===== src/rtl/alu_iter.sv =====
// alu_iter: execute-stage ALU with single-cycle arithmetic/logic ops and
// iterative one-bit-per-cycle shifts (sll/srl) under a start/busy/done
// handshake. Result and zero flag are registered.
//
// Handshake: a request is presented by holding start high with ALUOperation,
// a, b and shamt stable across a rising edge; it is accepted on that edge
// only when busy is low (state IDLE or DONE). While busy is high, start is
// ignored and the inputs are not captured. done is high for one cycle per
// completed op, and result/zero are valid from that cycle until the next done.
//
// Optional build macro ALU_NOR_EN: when defined, op code 100 performs a
// bitwise NOR; when undefined, op code 100 yields result 0, zero 1.
module alu_iter #(
  parameter int WIDTH = 32,
  parameter int SHW   = 5
) (
  input  logic             clk,
  input  logic             rst,
  input  logic             start,
  input  logic [2:0]       ALUOperation,
  input  logic [WIDTH-1:0] a,
  input  logic [WIDTH-1:0] b,
  input  logic [SHW-1:0]   shamt,
  output logic [WIDTH-1:0] result,
  output logic             zero,
  output logic             busy,
  output logic             done
);

  localparam logic [2:0] OP_AND = 3'b000;
  localparam logic [2:0] OP_OR  = 3'b001;
  localparam logic [2:0] OP_ADD = 3'b010;
  localparam logic [2:0] OP_SRL = 3'b011;
  localparam logic [2:0] OP_RSV = 3'b100;
  localparam logic [2:0] OP_SLL = 3'b101;
  localparam logic [2:0] OP_SUB = 3'b110;
  localparam logic [2:0] OP_SLT = 3'b111;

  typedef enum logic [1:0] {
    IDLE  = 2'd0,
    SHIFT = 2'd1,
    DONE  = 2'd2
  } state_e;

  state_e           state_q, state_d;
  logic [WIDTH-1:0] work_q, work_d;
  logic [SHW-1:0]   cnt_q, cnt_d;
  logic             left_q, left_d;
  logic [WIDTH-1:0] result_q, result_d;
  logic             zero_q, zero_d;

  logic [WIDTH-1:0] alu_res;
  logic             is_shift;
  logic             slt_bit;

  // Signed compare done directly rather than from the sign of a-b, so it
  // stays correct when the subtraction overflows.
  assign slt_bit  = ($signed(a) < $signed(b));
  assign is_shift = (ALUOperation == OP_SLL) || (ALUOperation == OP_SRL);

  // Single-cycle arithmetic/logic result for the currently presented op.
  always_comb begin
    alu_res = '0;
    case (ALUOperation)
      OP_AND: alu_res = a & b;
      OP_OR:  alu_res = a | b;
      OP_ADD: alu_res = a + b;
      OP_SUB: alu_res = a - b;
      OP_SLT: alu_res = {{(WIDTH-1){1'b0}}, slt_bit};
`ifdef ALU_NOR_EN
      OP_RSV: alu_res = ~(a | b);
`else
      OP_RSV: alu_res = '0;
`endif
      default: alu_res = '0;
    endcase
  end

  // Next-state logic: acceptance in IDLE/DONE, one shift step per SHIFT cycle.
  always_comb begin
    state_d  = state_q;
    work_d   = work_q;
    cnt_d    = cnt_q;
    left_d   = left_q;
    result_d = result_q;
    zero_d   = zero_q;
    case (state_q)
      SHIFT: begin
        if (left_q) work_d = {work_q[WIDTH-2:0], 1'b0};
        else        work_d = {1'b0, work_q[WIDTH-1:1]};
        cnt_d = cnt_q - SHW'(1);
        if (cnt_q == SHW'(1)) begin
          result_d = work_d;
          zero_d   = (work_d == '0);
          state_d  = DONE;
        end
      end
      default: begin
        if (start) begin
          if (is_shift) begin
            work_d = b;
            cnt_d  = shamt;
            left_d = (ALUOperation == OP_SLL);
            if (shamt == '0) begin
              result_d = b;
              zero_d   = (b == '0);
              state_d  = DONE;
            end else begin
              state_d = SHIFT;
            end
          end else begin
            result_d = alu_res;
            zero_d   = (alu_res == '0);
            state_d  = DONE;
          end
        end else begin
          state_d = IDLE;
        end
      end
    endcase
  end

  // State and datapath registers with synchronous active-high reset.
  always_ff @(posedge clk) begin
    if (rst) begin
      state_q  <= IDLE;
      work_q   <= '0;
      cnt_q    <= '0;
      left_q   <= 1'b0;
      result_q <= '0;
      zero_q   <= 1'b1;
    end else begin
      state_q  <= state_d;
      work_q   <= work_d;
      cnt_q    <= cnt_d;
      left_q   <= left_d;
      result_q <= result_d;
      zero_q   <= zero_d;
    end
  end

  assign result = result_q;
  assign zero   = zero_q;
  assign busy   = (state_q == SHIFT);
  assign done   = (state_q == DONE);

endmodule

===== config.mk =====
export PLATFORM = sky130hd
export DESIGN_NAME = alu_iter
export DESIGN_NICKNAME = d
export VERILOG_FILES = /design/src/rtl/alu_iter.sv
export SDC_FILE = /design/constraint.sdc
export NUM_CORES = 1
export LEC_CHECK = 0
export CAP_MARGIN = 10
export CORE_ASPECT_RATIO = 1.75
export CORE_MARGIN = 4
export CORE_UTILIZATION = 30
export CTS_CLUSTER_SIZE = 8
export DETAILED_ROUTE_END_ITERATION = 10
export RECOVER_POWER = 50
export SLEW_MARGIN = 40
export SYNTH_ARGS = -nofsm -noshare
export SYNTH_HDL_FRONTEND = slang
export SYNTH_SLANG_ARGS = --single-unit

===== constraint.sdc =====
create_clock -name clk -period 4.2 [get_ports clk]
set_input_delay 0.84 -clock clk [delete_from_list [all_inputs] [get_ports clk]]
set_output_delay 0.84 -clock clk [all_outputs]
set_load 0.01 [all_outputs]

==> summary.log, run 1 <==
[grt] largest net degree at the start of global routing 81
[synth] synthesis-stage register bit count 73
[critical_path] Crit path required time 4.48 ns
[grt] via count of the first global-routing pass 12.0k
[drt] Routed WL per cell 21.6 um
[sta] summed negative setup slack over all endpoints 0 ns
[critical_path] CP Capture Type flip-flop
[synth] main area contributors after synthesis sky130_fd_sc_hd__dfxtp_1 16%, sky130_fd_sc_hd__ha_1 14%, sky130_fd_sc_hd__a21oi_1 7.8%
[synth] Synth Flop Type sky130_fd_sc_hd__dfxtp_1
[grt] antenna violations before repair 0
[synth] leading cell type by number of instances after synthesis sky130_fd_sc_hd__a21oi_1
[critical_path] Slowest cell on crit path sky130_fd_sc_hd__dlygate4sd2_1
[critical_path] critical-path maximum fanout 4
[layout] number of antenna diodes 0
[sta] post-route clock skew 0.00598 ns
[clocking] number of H-tree levels 3
[synth] post-synthesis share of cell area spent on and, or, nand and nor gates 0.245
[critical_path] largest delay contributor family on the critical path compound AO/OA/AOI/OAI gates
[critical_path] Worst path max stage delay 0.37 ns
[clocking] Clock Path Buffers 2
[critical_path] cells along the critical path dlygate4sd2_1 -> ha_2 -> inv_1 -> fa_2 -> nor2b_2 -> o31a_1 -> o21a_1 -> o21a_2 -> a31oi_2 -> o21a_1 -> mux2i_1 -> nor3_2 -> and3_1 -> nand3_1 -> or3_1 -> a31oi_1
[placed_design] Port Buffer Count 109
[clocking] TritonCTS clock tree done
[sta] final worst slack 0.110 ns
[clocking] Clock Tree Root sky130_fd_sc_hd__clkbuf_16
[critical_path] Crit Path Class input port to flip-flop
[sta] Worst slew margin -0.241
[grt] wire length of the first global-routing pass 68400 um
[floorplanning] number of placement rows 84
[clocking] Num CTS Buffers 9
[placed_design] Final Wtd Congestion 1.05
[clocking] clock sinks 73
[critical_path] Worst Path Arrival 4.37 ns
[layout] proportion of layout cells with a drive suffix above 1 0.319
[worst_hold_path] worst hold path type flip-flop to flip-flop
[placed_design] post-placement setup slack -0.961 ns
[sta] FMAX 244 MHz
[synth] post-synthesis sequential area ratio 0.161
[synth] Async S/R FF share, synth 0
[drt] total vias in the final route 12.0k
[synth] count of distinct cell types in the synthesized netlist 73
[critical_path] combined buffer and inverter count along the critical path 2
[layout] number of nets in the finished design 1907
[sta] Final Setup Violations 0
[power_and_ir_drop] Static Leakage 6.15 nW
[drt] number of nets still failing antenna checks after routing 0
[synth] share of the synthesized area in the top cell type 0.161
[power_and_ir_drop] power per standard cell area 243 mW/mm^2
[synth] number of enable flip-flop cells after synthesis 0
[critical_path] dominant cell type by count on the critical path sky130_fd_sc_hd__o21a_1
[synth] area share of xor/xnor cells in the synthesized design 0.0202
[clocking] clock transition time at the flip-flop clock pins of the worst setup and hold paths 0.06 ns
[sta] unrepaired setup endpoints after global routing true
[drt] final routed wirelength across all metal layers 45800 um
[synth] syn avg cell area 6.87 um^2
[critical_path] startpoint class of the critical path input port
[floorplanning] starting density of the core 0.303
[sta] count of pins over their slew limit 36
[synth] post-synthesis adder-cell area fraction 0.144
[synth] Synth Area in Compound Gates 0.322
[floorplanning] Die Y 238 um
[synth] fraction of synthesized area in multiplexers 0.0244
[drt] detailed-route vias per instance 5.66
[synth] cell area after technology mapping 0.00908 mm^2
[power_and_ir_drop] maximum VDD drop 0.429 mV
[synth] number of instances in the synthesized netlist 1322
[drt] initial drt markers 1012
[floorplanning] Die X 140 um
[floorplanning] num ports 110
[sta] portion of the clock cycle consumed by the worst path in the final layout 0.974
[synth] warning count from the yosys run 0
[sta] final hold violations 0
[run] Max Cap Violations 1
[layout] layout-stage area growth over the synthesis result 57.3%
[drt] 1st-pass router iterations 7
[status] run status finished with violations
[sta] transition time of the tightest slew-check pin 1.86 ns
[synth] Yosys top cell by area sky130_fd_sc_hd__dfxtp_1
[grt] GRT Util Overall 0.264
[placed_design] post-detailed-placement half-perimeter wirelength 37000 um
[drt] drt drc 0
[synth] largest family of logic cells by synthesized area compound AO/OA/AOI/OAI gates
[status] violated checks max-capacitance violations, max-slew violations
[synth] Mapped Nets 1500
[synth] Post-synth top cells 141 x sky130_fd_sc_hd__a21oi_1, 138 x sky130_fd_sc_hd__nand2_1, 108 x sky130_fd_sc_hd__nor2_1
[floorplanning] total die area 0.0332 mm^2
[floorplanning] standard cell core area 0.0300 mm^2
[sta] minimum clock period 4.09 ns
[clocking] Clk Latency, worst-skew pair 0.35 ns
[grt] global route overflow 0
[flip-flops by register name, indices dropped and copies added (netlist names)]
| name | count |
|---|---|
| left_q | 1 |
| work_q | 32 |
| cnt_q | 5 |
| state_q | 2 |
| zero | 1 |
| result | 32 |
[where the power goes]
group	internal [mW]	total, mW	switching [mW]
Sequential	0.755	0.810	0.0550
Combinational	0.855	1.84	0.986
Clock	0.517	0.827	0.310
Total	2.13	3.48	1.35
[worst register-to-register path, cell delays in order, from the launching register on]
cell,delay [ns]
sky130_fd_sc_hd__dfxtp_1,0.32
sky130_fd_sc_hd__nand2b_2,0.12
sky130_fd_sc_hd__buf_4,0.63
sky130_fd_sc_hd__nand2_1,0.19
sky130_fd_sc_hd__a21oi_1,0.32
sky130_fd_sc_hd__a21o_2,0.31
sky130_fd_sc_hd__buf_4,0.30
sky130_fd_sc_hd__buf_4,0.21
sky130_fd_sc_hd__a21oi_1,0.08
sky130_fd_sc_hd__nor2_1,0.12
[cells in the final DEF, fill, tap and decap left out, types with 15 or more instances in the layout]
master / n
sky130_fd_sc_hd__inv_2: 15
sky130_fd_sc_hd__and2_1: 30
sky130_fd_sc_hd__nor2_1: 103
sky130_fd_sc_hd__inv_1: 85
sky130_fd_sc_hd__dlygate4sd3_1: 35
sky130_fd_sc_hd__nor4_1: 23
sky130_fd_sc_hd__dfxtp_1: 73
sky130_fd_sc_hd__a311oi_1: 32
sky130_fd_sc_hd__mux2i_1: 19
sky130_fd_sc_hd__xnor2_1: 19
sky130_fd_sc_hd__nor2b_1: 15
sky130_fd_sc_hd__a211oi_1: 58
sky130_fd_sc_hd__ha_4: 15
sky130_fd_sc_hd__ha_1: 82
sky130_fd_sc_hd__clkdlybuf4s50_1: 47
sky130_fd_sc_hd__nand2_1: 136
sky130_fd_sc_hd__a21oi_1: 124
sky130_fd_sc_hd__buf_4: 369
sky130_fd_sc_hd__o21ai_0: 47
sky130_fd_sc_hd__nor3_1: 50
sky130_fd_sc_hd__nand3_1: 18
[metrics by stage]
| step | total power, mW | hold slack (ns) | instance area [um^2] | utilization | std cells |
|---|---|---|---|---|---|
| finish | 3.48 | 0.453 | 14300 | 0.477 | 2120 |
| global placement | 2.44 | 0.447 | 12900 | 0.430 | 2070 |
| global route | 3.64 | 0.495 | 14300 | 0.477 | 2120 |
| detailed placement | 2.45 | 0.452 | 12900 | 0.430 | 2070 |
| CTS | 3.37 | 0.460 | 13700 | 0.458 | 2103 |
| floorplan | 1.58 | 0.457 | 9080 | - | 1322 |
[worst paths after layout]
kind	cells past startpoint	slack, ns	end	from
worst min register to register	2	0.45	result[15]	result[15]
worst max register to register	9	1.53	result[13]	state_q[1]
worst min-delay path	2	0.45	result[15]	result[15]
worst max-delay path	16	0.11	zero	b[0]
[repair_timing]
action	CTS	global route
hold buffers	0	0
hold endpoints to repair	0	0
pin swaps	48	49
buffers inserted	18	17
endpoints found under the setup margin	9	3
resized for setup	117	115
[logic make-up (layout without fill, tap and decap cells)]
group / after synthesis / in the layout
compound gates: 444 / 444
xor+xnor: 21 / 21
fa+ha+maj: 103 / 103
buf+inv: 198 / 609
flops: 73 / 73
mux: 22 / 22
simple gates: 461 / 461
[area by class of cell]
class,count,area [um^2]
Inverter,103,387
Multi-Input combinational cell,1051,7670
Timing Repair Buffer,491,3970
Clock inverter,5,81.3
Fill cell,3027,15700
Clock buffer,10,229
Sequential cell,73,1460
Tap cell,387,484
[routing by layer]
metal  GRT usage  vias to the layer above  wire length, um
met3      0.0371                      227             2730
met5           0                        -                0
met4       0.215                        0             4600
li1            -                     5625                -
met1       0.270                     5554            15900
met2       0.472                      590            22600
No activity file was read; power rests on OpenSTA's default activity.
==> run 2: changes to the inputs <==
--- a/config.mk
+++ b/config.mk
@@ -7,7 +7,7 @@
 export LEC_CHECK = 0
 export CAP_MARGIN = 10
 export CORE_ASPECT_RATIO = 1.75
-export CORE_MARGIN = 4
+export CORE_MARGIN = 10
 export CORE_UTILIZATION = 30
 export CTS_CLUSTER_SIZE = 8
 export DETAILED_ROUTE_END_ITERATION = 10
==> run 2 against run 1 <==
Net effect: clock power grew 2.7%; total power fell by 0.11%; sequential power hardly changed; utilization down 0.56 points; final cell count grew 0.28%; critical endpoint unchanged; critical path depth grew 2; the flow still finishes with violations (max-capacitance violations, max-slew violations); cell area shrank 1.2%; maximum frequency fell by 0.21%.
==> summary.log, run 2 (synthesis gave the netlist of run 1 again) <==
[critical_path] Crit path required time 4.47 ns [was 4.48 ns]
[layout] final core utilization 0.472 [was 0.477]
[grt] wire length of the first global-routing pass 69400 um [was 68400 um]
[floorplanning] num ports 110 [unchanged]
[clocking] Clock Path Buffers 2 [unchanged]
[clocking] Clk Latency, worst-skew pair 0.35 ns [about the same]
[floorplanning] Die Y 250 um [was 238 um]
[drt] final routed wirelength across all metal layers 46000 um [was 45800 um]
[floorplanning] Die X 152 um [was 140 um]
[critical_path] CP Capture Type flip-flop [unchanged]
[grt] GRT Util Overall 0.236 [was 0.264]
[layout] number of antenna diodes 0 [unchanged]
[power_and_ir_drop] Static Leakage 6.12 nW [was 6.15 nW]
[layout] Post-Layout Cell Count 2126 [was 2120]
[critical_path] cells along the critical path dlygate4sd2_1 -> buf_6 -> ha_4 -> buf_4 -> o31a_1 -> buf_4 -> buf_4 -> o21ai_2 -> o22ai_2 -> xnor2_2 -> o21ai_2 -> a2111oi_4 -> buf_4 -> nand4b_1 -> nor4_1 -> nand3_1 -> or3_1 -> a31oi_1 [was dlygate4sd2_1 -> ha_2 -> inv_1 -> fa_2 -> nor2b_2 -> o31a_1 -> o21a_1 -> o21a_2 -> a31oi_2 -> o21a_1 -> mux2i_1 -> nor3_2 -> and3_1 -> nand3_1 -> or3_1 -> a31oi_1]
[sta] final hold violations 0 [unchanged]
[clocking] clock sinks 73 [unchanged]
[floorplanning] total die area 0.0379 mm^2 [was 0.0332 mm^2]
[placed_design] Final Wtd Congestion 1.04 [was 1.05]
[layout] leading cell type in the layout, fill and taps excluded sky130_fd_sc_hd__buf_4 [unchanged]
[status] violated checks max-capacitance violations, max-slew violations [unchanged]
[critical_path] FF-to-FF path depth 11 [was 9]
[critical_path] RR Endpoint zero [was result[13]]
[drt] total vias in the final route 12.1k [was 12.0k]
[floorplanning] starting density of the core 0.303 [unchanged]
[sta] Final Setup Violations 0 [unchanged]
[floorplanning] number of placement rows 84 [unchanged]
[sta] minimum clock period 4.10 ns [was 4.09 ns]
[power_and_ir_drop] power per standard cell area 246 mW/mm^2 [was 243 mW/mm^2]
[layout] layout-stage area growth over the synthesis result 55.5% [was 57.3%]
[drt] initial drt markers 857 [was 1012]
[layout] proportion of layout cells with a drive suffix above 1 0.315 [was 0.319]
[critical_path] worst setup path endpoint zero [unchanged]
[sta] final worst slack 0.101 ns [was 0.110 ns]
[sta] Worst slew margin -0.0888 [was -0.241]
[critical_path] worst reg2reg path startpoint state_q[1] [unchanged]
[status] run status finished with violations [unchanged]
[drt] number of nets still failing antenna checks after routing 0 [unchanged]
[placed_design] post-placement setup slack -1.05 ns [was -0.961 ns]
[critical_path] Critical Path Start b[2] [was b[0]]
[critical_path] dominant cell type by count on the critical path sky130_fd_sc_hd__buf_4 [was sky130_fd_sc_hd__o21a_1]
[drt] drt drc 0 [unchanged]
[clocking] TritonCTS clock tree done [unchanged]
[sta] transition time of the tightest slew-check pin 1.63 ns [was 1.86 ns]
[critical_path] Slowest cell on crit path sky130_fd_sc_hd__a2111oi_4 [was sky130_fd_sc_hd__dlygate4sd2_1]
[placed_design] post-detailed-placement half-perimeter wirelength 37400 um [was 37000 um]
[run] Max Cap Violations 1 [unchanged]
[power_and_ir_drop] maximum VDD drop 0.321 mV [was 0.429 mV]
[critical_path] startpoint class of the critical path input port [unchanged]
[layout] number of nets in the finished design 1912 [was 1907]
[layout] commonest cells after routing, fill and taps aside 375 x sky130_fd_sc_hd__buf_4, 137 x sky130_fd_sc_hd__nand2_1, 129 x sky130_fd_sc_hd__a21oi_1 [was 369 x sky130_fd_sc_hd__buf_4, 136 x sky130_fd_sc_hd__nand2_1, 124 x sky130_fd_sc_hd__a21oi_1]
[clocking] number of H-tree levels 3 [unchanged]
[grt] antenna violations before repair 0 [unchanged]
[clocking] clock transition time at the flip-flop clock pins of the worst setup and hold paths 0.06 ns [about the same]
[grt] via count of the first global-routing pass 12.0k [about the same]
[worst_hold_path] worst hold path type flip-flop to flip-flop [unchanged]
[grt] global route overflow 0 [unchanged]
[floorplanning] standard cell core area 0.0300 mm^2 [unchanged]
[sta] portion of the clock cycle consumed by the worst path in the final layout 0.976 [was 0.974]
[drt] detailed-route vias per instance 5.67 [was 5.66]
[grt] largest net degree at the start of global routing 81 [unchanged]
[clocking] Num CTS Buffers 9 [unchanged]
[drt] 1st-pass router iterations 6 [was 7]
[placed_design] Port Buffer Count 109 [unchanged]
[drt] Routed WL per cell 21.6 um [about the same]
[sta] count of pins over their slew limit 33 [was 36]
[critical_path] critical-path maximum fanout 3 [was 4]
[critical_path] Crit Path Class input port to flip-flop [unchanged]
[critical_path] reg-to-reg setup timing slack 1.42 ns [was 1.53 ns]
[critical_path] Worst Path Arrival 4.37 ns [about the same]
[critical_path] Worst path max stage delay 0.40 ns [was 0.37 ns]
[sta] FMAX 244 MHz [about the same]
[clocking] Clock Tree Root sky130_fd_sc_hd__clkbuf_16 [unchanged]
[placed_design] DP Cell Count 2084 [was 2070]
[sta] post-route clock skew 0.00559 ns [was 0.00598 ns]
-- run 2: changes by cell type in the layout (fill, tap and decap cells not counted), moves of 5 or more --
cell	previous run	this run
sky130_fd_sc_hd__inv_2	15	20
sky130_fd_sc_hd__dlygate4sd2_1	9	4
sky130_fd_sc_hd__inv_1	85	80
sky130_fd_sc_hd__o21ai_2	9	3
sky130_fd_sc_hd__clkbuf_2	3	12
sky130_fd_sc_hd__a21oi_4	5	0
sky130_fd_sc_hd__a21oi_1	124	129
sky130_fd_sc_hd__buf_4	369	375
-- run 2: routing by layer --
metal,vias up,wire (um),track usage,share of wire
met5,-,0,0,0
li1,5660,-,-,-
met1,5697,16600,0.255,0.36
met2,541,23600,0.420,0.51
met3,165,2590,0.0256,0.056
met4,0,3260,0.151,0.071
-- run 2: through the flow --
| stage | setup TNS, ns | instance area, um^2 | hold slack [ns] | power, mW |
|---|---|---|---|---|
| CTS | 0 | 13800 | 0.456 | 3.41 |
| global placement | -6.25 | 13000 | 0.448 | 2.47 |
| detailed placement | -6.69 | 13000 | 0.448 | 2.47 |
| finish | 0 | 14100 | 0.452 | 3.47 |
| global route | -0.0707 | 14100 | 0.475 | 3.64 |
| floorplan | 0 | 9080 | 0.457 | 1.58 |
-- run 2: worst max-delay path, delay by kind of cell --
| kind | cells | cell delay [ns] |
|---|---|---|
| adders and majority gates | 1 | 0.16 |
| and+or+nand+nor | 4 | 0.84 |
| xor gates and xnor gates | 1 | 0.21 |
| buffers and inverters | 6 | 0.96 |
| AOI/OAI and AO/OA | 6 | 1.35 |
-- run 2: repair_timing --
action                     4_1_cts  5_1_grt
hold buffers                     0        0
setup endpoints to repair        9        8
gates resized for setup        100      106
setup buffers                   18        9
pin swaps                       39       39
-- run 2: layout make-up --
cell class                 instances  area [um^2]
fill                            3118        15800
multi-input combinational       1051         7480
timing repair buffer             496         3990
sequential                        73         1460
tap                              387          484
inverter                         103          387
clock buffer                      12          246
clock inverter                     4         76.3
-- run 2: worst min path at each step --
| stage | from | to | slack [ns] | depth (start not counted) |
|---|---|---|---|---|
| 6_report | result[18] | result[18] | 0.45 | 2 |
| 5_1_grt | result[18] | result[18] | 0.48 | 2 |
| 4_1_cts | result[18] | result[18] | 0.46 | 2 |
| 3_5_place_dp | result[18] | result[18] | 0.45 | 2 |
| 3_3_place_gp | result[15] | result[15] | 0.45 | 2 |
| 2_1_floorplan | cnt_q[4] | cnt_q[4] | 0.46 | 1 |
-- run 2: report_power, final --
| group | switching (mW) | internal, mW | total (mW) |
|---|---|---|---|
| Sequential | 0.0570 | 0.755 | 0.812 |
| Combinational | 0.960 | 0.853 | 1.81 |
| Clock | 0.311 | 0.538 | 0.849 |
==> run 3: changes to the inputs <==
--- a/config.mk
+++ b/config.mk
@@ -5,6 +5,7 @@
 export SDC_FILE = /design/constraint.sdc
 export NUM_CORES = 1
 export LEC_CHECK = 0
+export ABC_AREA = 1
 export CAP_MARGIN = 10
 export CORE_ASPECT_RATIO = 1.75
 export CORE_MARGIN = 10
==> run 3 against run 2 <==
Net effect: via count increased by 3.2%; combinational power decreased by 20%; the flow now finishes without violations; area after synthesis increased by 11%; clock power decreased by 1%; register-to-register slack got worse by 0.19 ns; sequential power decreased by 1%; critical path depth increased by 2; die area increased by 9.9%.
==> summary.log, run 3 <==
[status] run status completed [was finished with violations]
[clocking] Clock Path Buffers 2 [unchanged]
[critical_path] Crit path required time 4.50 ns [was 4.47 ns]
[placed_design] Final Wtd Congestion 1.02 [was 1.04]
[run] Max Cap Violations 0 [was 1]
[floorplanning] Die Y 263 um [was 250 um]
[drt] detailed-route vias per instance 5.12 [was 5.67]
[synth] number of instances in the synthesized netlist 1834 [was 1322]
[synth] area share of xor/xnor cells in the synthesized design 0.00174 [was 0.0202]
[layout] leading cell type in the layout, fill and taps excluded sky130_fd_sc_hd__nand2_1 [was sky130_fd_sc_hd__buf_4]
[clocking] Clk Latency, worst-skew pair 0.36 ns [was 0.35 ns]
[power_and_ir_drop] Static Leakage 6.30 nW [was 6.12 nW]
[layout] Post-Layout Cell Count 2430 [was 2126]
[grt] wire length of the first global-routing pass 73000 um [was 69400 um]
[power_and_ir_drop] switching fraction of total power 0.437 [was 0.382]
[drt] drt drc 0 [unchanged]
[synth] syn avg cell area 5.50 um^2 [was 6.87 um^2]
[sta] final hold slack 0.463 ns [was 0.452 ns]
[grt] antenna violations before repair 0 [unchanged]
[synth] synthesis-stage register bit count 73 [unchanged]
[floorplanning] Die X 159 um [was 152 um]
[drt] total vias in the final route 12.5k [was 12.1k]
[synth] post-synthesis share of cell area spent on and, or, nand and nor gates 0.387 [was 0.245]
[power_and_ir_drop] maximum VDD drop 0.210 mV [was 0.321 mV]
[synth] Mapped Nets 2012 [was 1500]
[clocking] Clock Tree Root sky130_fd_sc_hd__clkbuf_16 [unchanged]
[power_and_ir_drop] share of power burned in combinational logic 0.468 [was 0.522]
[sta] final hold violations 0 [unchanged]
[critical_path] cells along the critical path clkdlybuf4s50_1 -> inv_1 -> ha_1 -> nand2_1 -> inv_2 -> nand2_1 -> nand2_1 -> a21oi_1 -> nand2_1 -> nand2_1 -> nand3_1 -> nand3_1 -> nand3_1 -> nor2_1 -> nand2_1 -> nor2_1 -> nand3_1 -> nand2_1 -> nand2_1 -> nand2_1 [was dlygate4sd2_1 -> buf_6 -> ha_4 -> buf_4 -> o31a_1 -> buf_4 -> buf_4 -> o21ai_2 -> o22ai_2 -> xnor2_2 -> o21ai_2 -> a2111oi_4 -> buf_4 -> nand4b_1 -> nor4_1 -> nand3_1 -> or3_1 -> a31oi_1]
[placed_design] Port Buffer Count 109 [unchanged]
[critical_path] critical-path maximum fanout 8 [was 3]
[sta] FMAX 249 MHz [was 244 MHz]
[layout] number of nets in the finished design 2153 [was 1912]
[layout] number of antenna diodes 0 [unchanged]
[drt] Routed WL per cell 20.0 um [was 21.6 um]
[critical_path] Worst path max stage delay 0.62 ns [was 0.40 ns]
[clocking] TritonCTS clock tree done [unchanged]
[synth] largest family of logic cells by synthesized area simple AND/OR/NAND/NOR gates [was compound AO/OA/AOI/OAI gates]
[critical_path] Crit Path Class input port to flip-flop [unchanged]
[grt] GRT Util Overall 0.229 [was 0.236]
[synth] main area contributors after synthesis sky130_fd_sc_hd__nand2_1 20%, sky130_fd_sc_hd__dfxtp_1 14%, sky130_fd_sc_hd__ha_1 13% [was sky130_fd_sc_hd__dfxtp_1 16%, sky130_fd_sc_hd__ha_1 14%, sky130_fd_sc_hd__a21oi_1 7.8%]
[synth] Yosys top cell by area sky130_fd_sc_hd__nand2_1 [was sky130_fd_sc_hd__dfxtp_1]
[layout] layout filler cell count 3815 [was 3118]
[placed_design] DP Cell Count 2414 [was 2084]
[clocking] quantity of hold-fixing buffers added after cts 0 [unchanged]
[power_and_ir_drop] power per standard cell area 247 mW/mm^2 [was 246 mW/mm^2]
[synth] post-synthesis sequential area ratio 0.145 [was 0.161]
[critical_path] CP Capture Type flip-flop [unchanged]
[layout] area occupied by multi-input gates 0.00706 mm^2 [was 0.00748 mm^2]
[layout] final core utilization 0.376 [was 0.472]
[layout] proportion of layout cells with a drive suffix above 1 0.0874 [was 0.315]
[drt] number of nets still failing antenna checks after routing 0 [unchanged]
[drt] 1st-pass router iterations 5 [was 6]
[placed_design] placed cell area 0.0122 mm^2 [was 0.0130 mm^2]
[synth] leading cell type by number of instances after synthesis sky130_fd_sc_hd__nand2_1 [was sky130_fd_sc_hd__a21oi_1]
[synth] fraction of synthesized area in multiplexers 0.000992 [was 0.0244]
[sta] minimum clock period 4.01 ns [was 4.10 ns]
[drt] initial drt markers 845 [was 857]
[grt] via count of the first global-routing pass 12.7k [was 12.0k]
[clocking] clock transition time at the flip-flop clock pins of the worst setup and hold paths 0.06 ns [about the same]
[critical_path] dominant cell type by count on the critical path sky130_fd_sc_hd__nand2_1 [was sky130_fd_sc_hd__buf_4]
[floorplanning] number of placement rows 88 [was 84]
[synth] Synth Area in Compound Gates 0.180 [was 0.322]
[clocking] clock sinks 73 [unchanged]
[synth] number of enable flip-flop cells after synthesis 0 [unchanged]
[synth] Synth Flop Type sky130_fd_sc_hd__dfxtp_1 [unchanged]
[layout] area of all placed cells without fillers 0.0125 mm^2 [was 0.0141 mm^2]
[floorplanning] starting density of the core 0.305 [was 0.303]
[synth] share of the synthesized area in the top cell type 0.197 [was 0.161]
[critical_path] Slowest cell on crit path sky130_fd_sc_hd__clkdlybuf4s50_1 [was sky130_fd_sc_hd__a2111oi_4]
[clocking] Post-CTS Repair Setup Buffers 0 [was 18]
[grt] largest net degree at the start of global routing 66 [was 81]
[grt] global route overflow 0 [unchanged]
[synth] warning count from the yosys run 0 [unchanged]
[sta] post-route clock skew 0.0101 ns [was 0.00559 ns]
[drt] final routed wirelength across all metal layers 48500 um [was 46000 um]
[floorplanning] standard cell core area 0.0331 mm^2 [was 0.0300 mm^2]
[sta] portion of the clock cycle consumed by the worst path in the final layout 0.955 [was 0.976]
[critical_path] startpoint class of the critical path input port [unchanged]
[synth] count of distinct cell types in the synthesized netlist 41 [was 73]
[power_and_ir_drop] sequential power share 0.260 [was 0.234]
[critical_path] Worst Path Arrival 4.31 ns [was 4.37 ns]
[power_and_ir_drop] total net switching power 1.35 mW [was 1.33 mW]
[sta] count of pins over their slew limit 0 [was 33]
[clocking] Num CTS Buffers 9 [unchanged]
[worst_hold_path] worst hold path type flip-flop to flip-flop [unchanged]
[placed_design] post-detailed-placement half-perimeter wirelength 41000 um [was 37400 um]
[sta] transition time of the tightest slew-check pin 0.971 ns [was 1.63 ns]
[layout] storage element area 0.00146 mm^2 [about the same]
[synth] post-synthesis adder-cell area fraction 0.129 [was 0.144]
[synth] Async S/R FF share, synth 0 [unchanged]
[power_and_ir_drop] relative contribution of the clock network to total power 0.272 [was 0.244]
[layout] layout-stage area growth over the synthesis result 23.5% [was 55.5%]
[clocking] number of H-tree levels 3 [unchanged]
[layout] commonest cells after routing, fill and taps aside 529 x sky130_fd_sc_hd__nand2_1, 302 x sky130_fd_sc_hd__inv_1, 157 x sky130_fd_sc_hd__o21ai_0 [was 375 x sky130_fd_sc_hd__buf_4, 137 x sky130_fd_sc_hd__nand2_1, 129 x sky130_fd_sc_hd__a21oi_1]
[sta] summed negative setup slack over all endpoints 0 ns [unchanged]
[synth] Post-synth top cells 530 x sky130_fd_sc_hd__nand2_1, 302 x sky130_fd_sc_hd__inv_1, 156 x sky130_fd_sc_hd__o21ai_0 [was 141 x sky130_fd_sc_hd__a21oi_1, 138 x sky130_fd_sc_hd__nand2_1, 108 x sky130_fd_sc_hd__nor2_1]
[power_and_ir_drop] cell internal pwr 1.74 mW [was 2.15 mW]
[floorplanning] num ports 110 [unchanged]
[sta] Worst slew margin 0.353 [was -0.0888]
[sta] unrepaired setup endpoints after global routing false
[floorplanning] total die area 0.0417 mm^2 [was 0.0379 mm^2]
[synth] cell area after technology mapping 0.0101 mm^2 [was 0.00908 mm^2]
[sta] Final Setup Violations 0 [unchanged]
## run 3: cell types whose count changed after synthesis, moves of 37 or more
cell	delta
sky130_fd_sc_hd__inv_1	+202
sky130_fd_sc_hd__nand3_1	+120
sky130_fd_sc_hd__a21oi_1	-53
sky130_fd_sc_hd__nand2_1	+392
sky130_fd_sc_hd__clkbuf_1	-37
sky130_fd_sc_hd__a211oi_1	-61
sky130_fd_sc_hd__nor3_1	-37
sky130_fd_sc_hd__nor2_1	+44
sky130_fd_sc_hd__o21ai_0	+94
## run 3: cell type report
type	count	area share
well taps	450	0.0452
inverters	329	0.0991
multi-input cells	1355	0.566
clock buffers	9	0.0181
repair buffers	207	0.148
clock inverters	7	0.00673
flip-flops and latches	73	0.117
## run 3: per-stage QoR
stage / worst slack [ns] / total power [mW]
after floorplan: 1.43 / 1.62
after global placement: -0.187 / 2.26
after detailed placement: -0.140 / 2.25
after CTS: 0.219 / 3.09
after global routing: 0.0124 / 3.26
final: 0.187 / 3.08
## run 3: kinds of logic (layout without fill, tap and decap cells)
| kind of cell | Yosys count | count (layout) |
|---|---|---|
| AOI/OAI and AO/OA | 325 | 325 |
| and+or+nand+nor | 924 | 924 |
| adders and majority gates | 103 | 103 |
| DFF | 73 | 73 |
| muxes | 1 | 1 |
| xor gates and xnor gates | 2 | 2 |
| buffers and inverters | 406 | 552 |
## run 3: what timing repair did
action                                 CTS  global route
setup endpoints to repair                0             1
endpoints found under the hold margin    0             0
resized for setup                        0             1
## run 3: power groups by stage
| stage | combinational [mW] | sequential (mW) | clock [mW] |
|---|---|---|---|
| after floorplan | 0.803 | 0.818 | 0 |
| after global placement | 1.44 | 0.818 | 0 |
| after detailed placement | 1.44 | 0.818 | 0 |
| after CTS | 1.44 | 0.803 | 0.843 |
| after global routing | 1.59 | 0.808 | 0.861 |
| final | 1.44 | 0.802 | 0.839 |
## run 3: path summary, 6_finish.rpt
path | slack, ns | depth (start not counted) | startpoint | end
setup / recovery | 0.19 | 20 | b[11] | zero
hold / removal | 0.46 | 2 | cnt_q[4] | cnt_q[4]
setup reg to reg | 1.23 | 9 | state_q[1] | work_q[12]
hold reg to reg | 0.46 | 2 | cnt_q[4] | cnt_q[4]
## run 3: critical path: cells and delay by family
| kind | cells | cell delay (ns) |
|---|---|---|
| fa+ha+maj | 1 | 0.47 |
| buf+inv | 3 | 0.88 |
| compound gates | 1 | 0.19 |
| simple gates | 15 | 1.93 |
## run 3: routing by layer
metal / global-route usage / vias up / part of all wire
li1: - / 6135 / -
met1: 0.251 / 5764 / 0.38
met2: 0.409 / 428 / 0.51
met3: 0.0226 / 126 / 0.048
met4: 0.139 / 0 / 0.066
met5: 0 / - / 0
